$ cat src/rtl/stream_rr_arbiter_if.sv
// stream_rr_arbiter_if: requester-side and sink-side signals of the round-robin stream arbiter
interface stream_rr_arbiter_if #(
  parameter int NUM_REQ    = 4,
  parameter int DATA_WIDTH = 8
);
  logic [NUM_REQ*DATA_WIDTH-1:0] in_data;
  logic [NUM_REQ-1:0]            in_valid;
  logic [NUM_REQ-1:0]            in_last;
  logic [NUM_REQ-1:0]            in_ready;
  logic [DATA_WIDTH-1:0]         dout;
  logic                          out_valid;
  logic                          out_last;
  logic                          next_ready;
  logic [$clog2(NUM_REQ)-1:0]    grant_id;
  logic                          busy;
  modport master (
    output in_data, in_valid, in_last, next_ready,
    input  in_ready, dout, out_valid, out_last, grant_id, busy
  );
  modport slave (
    input  in_data, in_valid, in_last, next_ready,
    output in_ready, dout, out_valid, out_last, grant_id, busy
  );
endinterface

$ cat src/rtl/stream_rr_arbiter.sv
// stream_rr_arbiter: packet-granular round-robin arbiter sharing one valid/ready sink among NUM_REQ requesters
module stream_rr_arbiter #(
  parameter int NUM_REQ    = 4,
  parameter int DATA_WIDTH = 8,
  parameter int MAX_BURST  = 0
) (
  input logic               clk,
  input logic               rst_n,
  stream_rr_arbiter_if.slave bus
);
  localparam int IW = $clog2(NUM_REQ);
  localparam int CW = MAX_BURST == 0 ? 1 : $clog2(MAX_BURST + 1);
  typedef enum logic {IDLE, BUSY} state_t;
  state_t        state_q, state_d;
  logic [IW-1:0] rr_ptr_q, rr_ptr_d, grant_id_q, grant_id_d, off, pick;
  logic [IW:0]   sum;
  logic [CW-1:0] beat_cnt_q, beat_cnt_d;
  logic [NUM_REQ-1:0] rot;
  logic          busy, accept, burst_end;
  always_ff @(posedge clk or negedge rst_n)
    if (!rst_n) begin
      state_q    <= IDLE;
      rr_ptr_q   <= '0;
      grant_id_q <= '0;
      beat_cnt_q <= '0;
    end else begin
      state_q    <= state_d;
      rr_ptr_q   <= rr_ptr_d;
      grant_id_q <= grant_id_d;
      beat_cnt_q <= beat_cnt_d;
    end
  // Rotate requests so bit 0 is rr_ptr, take the lowest set bit, then rotate the index back.
  always_comb begin
    rot = NUM_REQ'({bus.in_valid, bus.in_valid} >> rr_ptr_q);
    off = '0;
    for (int k = NUM_REQ - 1; k >= 0; k--)
      if (rot[k]) off = IW'(k);
    sum  = {1'b0, rr_ptr_q} + {1'b0, off};
    pick = sum >= (IW+1)'(NUM_REQ) ? IW'(sum - (IW+1)'(NUM_REQ)) : sum[IW-1:0];
  end
  assign busy          = state_q == BUSY;
  assign bus.busy      = busy;
  assign bus.grant_id  = grant_id_q;
  assign bus.out_valid = busy && bus.in_valid[grant_id_q];
  assign bus.dout      = bus.in_data[grant_id_q*DATA_WIDTH +: DATA_WIDTH];
  assign bus.in_ready  = (busy && bus.next_ready) ? NUM_REQ'(1) << grant_id_q : '0;
  assign burst_end     = (MAX_BURST != 0) && (beat_cnt_q == CW'(MAX_BURST - 1));
  assign bus.out_last  = bus.out_valid && (bus.in_last[grant_id_q] || burst_end);
  assign accept        = bus.out_valid && bus.next_ready;
  always_comb begin
    state_d    = state_q;
    rr_ptr_d   = rr_ptr_q;
    grant_id_d = grant_id_q;
    beat_cnt_d = beat_cnt_q;
    if (!busy) begin
      if (|bus.in_valid) begin
        state_d    = BUSY;
        grant_id_d = pick;
        beat_cnt_d = '0;
      end
    end else if (accept) begin
      beat_cnt_d = beat_cnt_q + 1'b1;
      if (bus.out_last) begin
        state_d  = IDLE;
        rr_ptr_d = grant_id_q == IW'(NUM_REQ - 1) ? '0 : grant_id_q + 1'b1;
      end
    end
  end
endmodule

$ cat src/flat_wrapper.sv
// flat-port wrapper written by rule: the top's interface ports become plain ports
module stream_rr_arbiter_flat 
#(
  parameter int NUM_REQ    = 4,
  parameter int DATA_WIDTH = 8,
  parameter int MAX_BURST  = 0
)
  (clk, rst_n, bus_in_data, bus_in_valid, bus_in_last, bus_next_ready, bus_in_ready, bus_dout, bus_out_valid, bus_out_last, bus_grant_id, bus_busy);
  stream_rr_arbiter_if #(.NUM_REQ(NUM_REQ), .DATA_WIDTH(DATA_WIDTH)) bus_i ();
  input logic clk;
  input logic rst_n;
  input wire logic [$bits(bus_i.in_data)-1:0] bus_in_data;
  input wire logic [$bits(bus_i.in_valid)-1:0] bus_in_valid;
  input wire logic [$bits(bus_i.in_last)-1:0] bus_in_last;
  input wire logic [$bits(bus_i.next_ready)-1:0] bus_next_ready;
  output wire logic [$bits(bus_i.in_ready)-1:0] bus_in_ready;
  output wire logic [$bits(bus_i.dout)-1:0] bus_dout;
  output wire logic [$bits(bus_i.out_valid)-1:0] bus_out_valid;
  output wire logic [$bits(bus_i.out_last)-1:0] bus_out_last;
  output wire logic [$bits(bus_i.grant_id)-1:0] bus_grant_id;
  output wire logic [$bits(bus_i.busy)-1:0] bus_busy;
  assign bus_i.in_data = bus_in_data;
  assign bus_i.in_valid = bus_in_valid;
  assign bus_i.in_last = bus_in_last;
  assign bus_i.next_ready = bus_next_ready;
  assign bus_in_ready = bus_i.in_ready;
  assign bus_dout = bus_i.dout;
  assign bus_out_valid = bus_i.out_valid;
  assign bus_out_last = bus_i.out_last;
  assign bus_grant_id = bus_i.grant_id;
  assign bus_busy = bus_i.busy;
  stream_rr_arbiter #(.NUM_REQ(NUM_REQ), .DATA_WIDTH(DATA_WIDTH), .MAX_BURST(MAX_BURST)) u_core (.clk(clk), .rst_n(rst_n), .bus(bus_i));
endmodule
$ cat config.mk
export PLATFORM = sky130hd
export DESIGN_NAME = stream_rr_arbiter_flat
export DESIGN_NICKNAME = d
export VERILOG_FILES = /design/src/rtl/stream_rr_arbiter_if.sv /design/src/rtl/stream_rr_arbiter.sv /design/src/flat_wrapper.sv
export SDC_FILE = /design/constraint.sdc
export NUM_CORES = 1
export LEC_CHECK = 0
export ABC_AREA = 0
export BUFFER_PORTS_ARGS = -buffer_cell sky130_fd_sc_hd__buf_2
export CORE_MARGIN = 1.5
export CORE_UTILIZATION = 37
export CTS_BUF_LIST = sky130_fd_sc_hd__clkbuf_4
export DETAILED_ROUTE_END_ITERATION = 12
export GPL_TIMING_DRIVEN = 1
export PLACE_DENSITY = 0.79
export SYNTH_ARGS = -nofsm -noshare
export SYNTH_HDL_FRONTEND = slang
export SYNTH_SLANG_ARGS = --single-unit
$ cat constraint.sdc
create_clock -name clk -period 2 [get_ports clk]
set_clock_uncertainty 0.1 [all_clocks]
set_input_delay 0.1 -clock clk [delete_from_list [all_inputs] [get_ports clk]]
set_output_delay 0.1 -clock clk [all_outputs]
set_load 0.1 [all_outputs]
Yosys cells after proc, flatten, opt, wreduce, memory -nomap -nowiden

Cells that the tools add are included.

Muxes and demuxes: 15
Reduce and logical (&&, ||, !) cells: 7
Add/sub/neg operators: 3
Eq/ne operators: 1
Shifts and indexed selects: 3
Magnitude comparators: 2
Bitwise logic cells: 1

Operator list:

| operator              | count |
|---|---|
| $shiftx A32 B6 Y8     | 1 |
| $mux W2               | 6 |
| $shr A8 B2 Y4         | 1 |
| $mux W1               | 6 |
| $bmux W1 S2           | 2 |
| $logic_and A1 B1 Y1   | 4 |
| $mux W4               | 1 |
| $reduce_or A4 Y1      | 1 |
| $shl A1 B2 Y4 const A | 1 |
| $add A2 B2 Y3         | 1 |
| $ge A3 B3 Y1 const B  | 1 |
| $lt A2 B3 Y1 const B  | 1 |
| $reduce_and A3 Y1     | 1 |
| $add A2 B1 Y2 const B | 1 |
| $eq A2 B2 Y1 const B  | 1 |
| $reduce_and A2 Y1     | 1 |
| $sub A2 B1 Y2 const B | 1 |
| $not A1 Y1            | 1 |

Output and inout port bits: 17
Input port bits: 43
Register bits: 5
Logic and storage cells: 35

Depth between registers and ports, before layout

Gate-level depths: netlist (run 1).

Depth after elaboration: 8
Gate-level depth with buffers: 10
Depth with buffers taken out: 9

Worst setup path after synthesis (run 1)

Ideal clock, no wire load.

Path kind: flip-flop to flip-flop
Start: register u_core.grant_id_q[0] (netlist: u_core.bus.grant_id[0])
End: register u_core.rr_ptr_q[0]
Setup time: 125 ps
Buffers on the path: 0
Clock period less this slack: 2403 ps
Path slack: -403 ps
Arrival time: 2178 ps
Cell stages (with the launch flop): 4
Required time: 1775 ps
Cells stage by stage: dfrtp_1 > mux4_1 > nand4_2 > mux2_2

Longest elaborated chain between the ends: 5
Elaborated cells between the ends (all ways): 11
Classes of those cells: add/sub (1); eq/ne (1); mux (5); reduce/logical (4)

RTL lines:

| element                                | RTL line                                         | source |
|---|---|---|
| from (decl)                            | stream_rr_arbiter.sv:15                          | `logic [IW-1:0] rr_ptr_q, rr_ptr_d, grant_id_q, grant_id_d, off, pick;` |
| from (signal assigned)                 | stream_rr_arbiter.sv:29                          | `grant_id_q <= grant_id_d;` |
| $bmux W1 S2                            | stream_rr_arbiter.sv:44                          | `assign bus.out_valid = busy && bus.in_valid[grant_id_q];` |
| $mux W1 (implied by the code)          | stream_rr_arbiter.sv:44                          |  |
| $logic_and A1 B1 Y1                    | stream_rr_arbiter.sv:44                          |  |
| $logic_and A1 B1 Y1 (on tied branches) | stream_rr_arbiter.sv:48, stream_rr_arbiter.sv:49 |  |
| $reduce_and A3 Y1 (no line)            | -                                                |  |
| to (signal assigned)                   | stream_rr_arbiter.sv:28                          | `rr_ptr_q <= rr_ptr_d;` |
| to (decl)                              | stream_rr_arbiter.sv:15                          |  |

Parallel ways exist; a longest one is shown, timed or not. The select of a mux whose other input is x is not followed.
A chain may end at the register's enable or synchronous reset.

Worst setup path after layout (run 1)

Start: register u_core.rr_ptr_q[1]
End: register u_core.grant_id_q[1] (netlist: u_core.bus.grant_id[1])

Longest elaborated chain between the ends: 8
Elaborated cells between the ends (all ways): 9
Classes of those cells: add/sub (2); order compare (1); shift (1); mux (5)

RTL lines:

| element                                       | RTL line                | source |
|---|---|---|
| $shr A8 B2 Y4                                 | stream_rr_arbiter.sv:34 | `rot = NUM_REQ'({bus.in_valid, bus.in_valid} >> rr_ptr_q);` |
| $mux W2 (4 in series)                         | stream_rr_arbiter.sv:37 | `if (rot[k]) off = IW'(k);` |
| $add A2 B2 Y3 (*)                             | stream_rr_arbiter.sv:38 | `sum = {1'b0, rr_ptr_q} + {1'b0, off};` |
| $ge A3 B3 Y1 or $sub A2 B1 Y2 (tied branches) | stream_rr_arbiter.sv:39 | `pick = sum >= (IW+1)'(NUM_REQ) ? IW'(sum - (IW+1)'(NUM_REQ)) : sum[IW-1:0];` |
| $mux W2 (*)                                   | stream_rr_arbiter.sv:39 |  |

Every way passes the cells marked *; elsewhere a longest branch is shown, timed or not.

==> results.ini, run 1 <==
[layout]
area_delta_synth_final_pct=56.4
most_frequent_cells_in_the_layout=sky130_fd_sc_hd__buf_2 (54), sky130_fd_sc_hd__mux4_2 (9), sky130_fd_sc_hd__buf_4 (6), sky130_fd_sc_hd__and3_2 (5), sky130_fd_sc_hd__clkbuf_4 (5)
layout-drive-gt1-share_pct=69.4
n_antenna_cell=0
layout.cells.most_common=sky130_fd_sc_hd__buf_2
design.final.nets=183
final_core_util_pct=61.4

[synth]
synth-xor-area-share_pct=1.14
synth_seq_area_share_pct=16.3
synth.area.top_cells=sky130_fd_sc_hd__mux4_2 (23%), sky130_fd_sc_hd__dfrtp_1 (16%), sky130_fd_sc_hd__ha_1 (8.1%), sky130_fd_sc_hd__mux4_1 (6.8%), sky130_fd_sc_hd__mux2_2 (4.4%)
synthCells=69
mappedNetlistNets=117
post_synth_top_area_share_pct=23.4
main_combinational_cell_family_by_area_after_synthesis=multiplexers
yosys_most_used_dff=sky130_fd_sc_hd__dfrtp_1
synth-async-reset-ratio_pct=100
synth_cell_type_count=34
synth-simple-area-share_pct=21.1
yosys_warnings=0
synth-compound-area-share_pct=12.0
synthesis.area_um2=769
syn_avg_cell_area_um2=11.2
post-synth-top-area-cell=sky130_fd_sc_hd__mux4_2
synth_register_bits=5
number_of_synthesized_flops_with_an_enable_pin=0
yosys-mux-area-fraction_pct=34.6
synthAdderAreaFrac_pct=8.13

[routing]
drt_first_iter_violations=6
viasPerCell=5.34
drt_wl_total_mm=2.25
route.detailed.wl_per_inst_um=14.0
drc_errors=0
via_count=860
firstDrtPassIters=3
route.antenna.remaining_nets=0

[timing]
slew-limit-headroom_pct=67.4
fmax_mhz=487
period_share_pct=103
final_critical_path_setup_slack_ps=-51.9
finalCriticalPeriod_ps=2050
hold_violations=0
rsz_0062_raised_after_global_routing=true
timing.final.max_slew_violations=0
finalSetupViolCount=1
actual_transition_at_the_worst_max_transition_pin_ps=493

[critical_path]
reg2reg_slack_ps=-50
timing.critical_path.max_delay_family=compound AO/OA/AOI/OAI gates
crit_path_cell_trace=buf_4 > nand3b_1 > o211ai_1 > o31a_1 > ha_2 > xnor2_2 > or3_1 > a311o_1 > o211ai_2
critical-path-max-stage-delay_ps=410
required_ps=2070
setup.worst_path.end_class=register
crit_fanout=5
crit_buf_inv=1
worst_setup_path_start_kind=register
path_class=reg2reg
worst-endpoint-arrival_ps=2120
worst_path_max_delay_cell=sky130_fd_sc_hd__dfrtp_1

[die]
height_of_the_die_um=48.6
core_area_um2=1960
initial_core_util_pct=39.2
pin_count=60
fp-row-count=16
dieArea_um2=2360
die_x_um=48.6

[flow_run]
max-cap-violations=0

[clock_network]
cts_root_buf=sky130_fd_sc_hd__clkbuf_4
max-clock-path-buffers=2
cts.clk_slew.worst_paths_ps=50
number_of_buffers_added_by_the_clock_tree_synthesis_step=3
clock_sinks=5
worstSkewPairLatency_ps=250
cts_max_level=1
cts_tree=built

[global_route]
antenna_found_initial=0
grt_pass1_wl_mm=3.71
globalRouteTotalUtil_pct=20.4
aggregate_global_routing_overflow=0
grt_start_max_net_pins=16
grt_pass1_vias=870

[place]
detailedPlacementHpwl_mm=1.84
buffer_ports.inserted=59
gp_congestion=0.842

[worst_hold_path]
min_path_type=in2async

[status]
failed_checks=setup timing
status=finished with violations

## final cells by class
cell class | instances | area, um2
Timing Repair Buffer | 65 | 384
Fill cell | 174 | 758
Tap cell | 27 | 33.8
Clock buffer | 4 | 30.0
Sequential cell | 5 | 130
Inverter | 4 | 15.0
Multi-Input combinational cell | 56 | 611
## kinds of logic after synthesis
| group | after synthesis |
|---|---|
| compound gates | 12 |
| flops | 5 |
| buf+inv | 8 |
| xor+xnor | 1 |
| fa+ha+maj | 5 |
| mux | 13 |
| simple gates | 25 |
## sequential cells by signal, indices dropped and copies added (netlist names)
signal	flops
u_core.bus.busy	1
u_core.rr_ptr_q	2
u_core.bus.grant_id	2
## stage by stage
stage / setup slack, ps / instances / setup TNS [ps] / cell area (um2) / hold WS, ps
after floorplan: -79.9 / 69 / -105 / 778 / -296
after global placement: 33.8 / 154 / 0 / 1120 / -180
after detailed placement: -61.6 / 154 / -61.6 / 1120 / -177
after CTS: -30.5 / 161 / -30.5 / 1180 / 87.6
after global routing: -138 / 161 / -138 / 1200 / 110
final: -51.9 / 161 / -51.9 / 1200 / 91.3
## cell usage after synthesis (all sizes together) (2+ instances only)
cell / n
buf: 3
nand3b: 4
a211oi: 2
or3: 2
a21oi: 2
dfrtp: 5
inv: 4
o211ai: 2
nand2: 3
mux2: 3
nor2: 2
ha: 5
and3: 5
mux4: 10
or3b: 3
## worst paths after layout
| kind | depth (start not counted) | startpoint | endpoint |
|---|---|---|---|
| hold / removal | 2 | rst_n | u_core.rr_ptr_q[0]$_DFFE_PN0P_ |
| max in group asynchronous | 2 | rst_n | u_core.bus.grant_id[0]$_DFFE_PN0P_ |
| setup reg to reg | 9 | u_core.rr_ptr_q[1]$_DFFE_PN0P_ | u_core.bus.grant_id[1]$_DFFE_PN0P_ |
| min in group clk | 3 | bus_next_ready | u_core.rr_ptr_q[0]$_DFFE_PN0P_ |
| hold reg to reg | 1 | u_core.bus.grant_id[0]$_DFFE_PN0P_ | u_core.bus.grant_id[0]$_DFFE_PN0P_ |
| setup / recovery | 9 | u_core.rr_ptr_q[1]$_DFFE_PN0P_ | u_core.bus.grant_id[1]$_DFFE_PN0P_ |
## per-layer routing
metal / global-route usage [%] / vias to the layer above / wire, um
li1: - / 406 / -
met4: 4.29 / 0 / 12
met1: 18.6 / 404 / 760
met2: 41.1 / 48 / 1230
met3: 8.33 / 2 / 249
met5: 0 / - / 0
## repair_timing
action                                 CTS  global route
endpoints found under the hold margin    5             0
hold buffers                             1             0
setup buffers                            2             0
setup endpoints to repair                1             9
gates resized for setup                  0             8
pin swaps                                1             0
Power of run 1 is left out: the tool's default activity adds up to more than one toggle a clock period on the data nets, which glitch-free logic cannot reach.
==> run 2: changes to the inputs <==
Settings changed: RECOVER_POWER set to 25.
==> results.ini, run 2 (same netlist as run 1, synthesis figures left out) <==
[clock_network]
number_of_buffers_added_by_the_clock_tree_synthesis_step=3
max-clock-path-buffers=2
clock_sinks=5
cts_max_level=1
cts_root_buf=sky130_fd_sc_hd__clkbuf_4
cts.clk_slew.worst_paths_ps=50
worstSkewPairLatency_ps=250
cts_tree=built

[die]
height_of_the_die_um=48.6
core_area_um2=1960
pin_count=60
die_x_um=48.6
initial_core_util_pct=39.2
fp-row-count=16
dieArea_um2=2360

[timing]
fmax_mhz=487
actual_transition_at_the_worst_max_transition_pin_ps=541
rsz_0062_raised_after_global_routing=true
finalSetupViolCount=1
timing.final.max_slew_violations=0
whs_ps=133
finalCriticalPeriod_ps=2050
hold_violations=0
slew-limit-headroom_pct=64.1
period_share_pct=103
final_critical_path_setup_slack_ps=-51.9

[place]
detailedPlacementHpwl_mm=1.84
gp_congestion=0.842
place_worst_setup_slack_ps=-61.6
buffer_ports.inserted=59
post_dp_cell_area_um2=1120

[routing]
viasPerCell=5.35
via_count=861
route.detailed.wl_per_inst_um=14.0
drc_errors=0
route.antenna.remaining_nets=0
drt_wl_total_mm=2.26
drt_first_iter_violations=6
firstDrtPassIters=3

[global_route]
grt_pass1_vias=870
antenna_found_initial=0
aggregate_global_routing_overflow=0
globalRouteTotalUtil_pct=20.4
grt_start_max_net_pins=16
grt_pass1_wl_mm=3.71

[critical_path]
worst-endpoint-arrival_ps=2120
timing.reg2reg.worst_path_depth=9
path_class=reg2reg
worst_setup_path_start_kind=register
crit_fanout=5
r2r_end=u_core.bus.grant_id[1]$_DFFE_PN0P_
r2r_start=u_core.rr_ptr_q[1]$_DFFE_PN0P_
required_ps=2070
setup.worst_path.end_class=register
reg2reg_slack_ps=-50

[layout]
layout-drive-gt1-share_pct=68.7
n_antenna_cell=0
design.final.nets=183
num-fill-cells=175
final_core_util_pct=61.3
design_area_um2=1200
area_delta_synth_final_pct=56.3
layout.cells.most_common=sky130_fd_sc_hd__buf_2
most_frequent_cells_in_the_layout=sky130_fd_sc_hd__buf_2 (52), sky130_fd_sc_hd__mux4_2 (9), sky130_fd_sc_hd__buf_4 (6), sky130_fd_sc_hd__and3_2 (5), sky130_fd_sc_hd__clkbuf_4 (5)

[status]
status=finished with violations
failed_checks=setup timing

[flow_run]
max-cap-violations=0

[worst_hold_path]
min_path_type=in2async

run 2: changes by cell type in the layout (fill, tap and decap cells not counted), sizes merged:
cell,change
buf,-2
clkbuf,+2
run 2: timing repair:
action,CTS,global route
resized for setup,0,8
pin swaps,1,0
hold buffers,1,0
endpoints found under the hold margin,5,0
setup endpoints to repair,1,9
buffers inserted,2,0
run 2: cell type report:
| class | count | area [um2] | area share [%] |
|---|---|---|---|
| multi-input combinational | 56 | 611 | 50.8 |
| timing repair buffer | 65 | 383 | 31.8 |
| sequential | 5 | 130 | 10.8 |
| tap | 27 | 33.8 | 2.81 |
| clock buffer | 4 | 30.0 | 2.50 |
| inverter | 4 | 15.0 | 1.25 |
run 2: layer usage:
metal / GRT usage (%) / share of wire [%] / vias up
li1: - / - / 406
met1: 18.6 / 34 / 407
met2: 41.1 / 55 / 46
met3: 8.33 / 11 / 2
met4: 4.29 / 0.53 / 0
met5: 0 / 0 / -
run 2: worst max path at each step:
stage,depth (start not counted),endpoint,start
finish,9,u_core.bus.grant_id[1]$_DFFE_PN0P_,u_core.rr_ptr_q[1]$_DFFE_PN0P_
detailed placement,8,u_core.bus.grant_id[1]$_DFFE_PN0P_,u_core.rr_ptr_q[1]$_DFFE_PN0P_
CTS,8,u_core.bus.grant_id[1]$_DFFE_PN0P_,u_core.rr_ptr_q[1]$_DFFE_PN0P_
floorplan,1,bus_out_valid,u_core.bus.busy$_DFF_PN0_
global placement,8,u_core.bus.grant_id[1]$_DFFE_PN0P_,u_core.rr_ptr_q[1]$_DFFE_PN0P_
global route,8,u_core.bus.grant_id[1]$_DFFE_PN0P_,u_core.rr_ptr_q[1]$_DFFE_PN0P_
run 2: stage by stage:
step                TNS [ps]  cells
floorplan               -105     69
global placement           0    154
detailed placement     -61.6    154
CTS                    -30.5    161
global route            -138    161
finish                 -51.9    161
run 2: worst max-delay path, cell delays in order, from the launching register on:
cell and delay, ps:
sky130_fd_sc_hd__dfrtp_1 410, sky130_fd_sc_hd__buf_4 160, sky130_fd_sc_hd__nand3b_1 90, sky130_fd_sc_hd__o211ai_1 110, sky130_fd_sc_hd__o31a_1 130, sky130_fd_sc_hd__ha_2 180, sky130_fd_sc_hd__xnor2_2 130, sky130_fd_sc_hd__or3_1 300
sky130_fd_sc_hd__a311o_1 290, sky130_fd_sc_hd__o211ai_2 80
Power of run 2 is left out for the same reason.
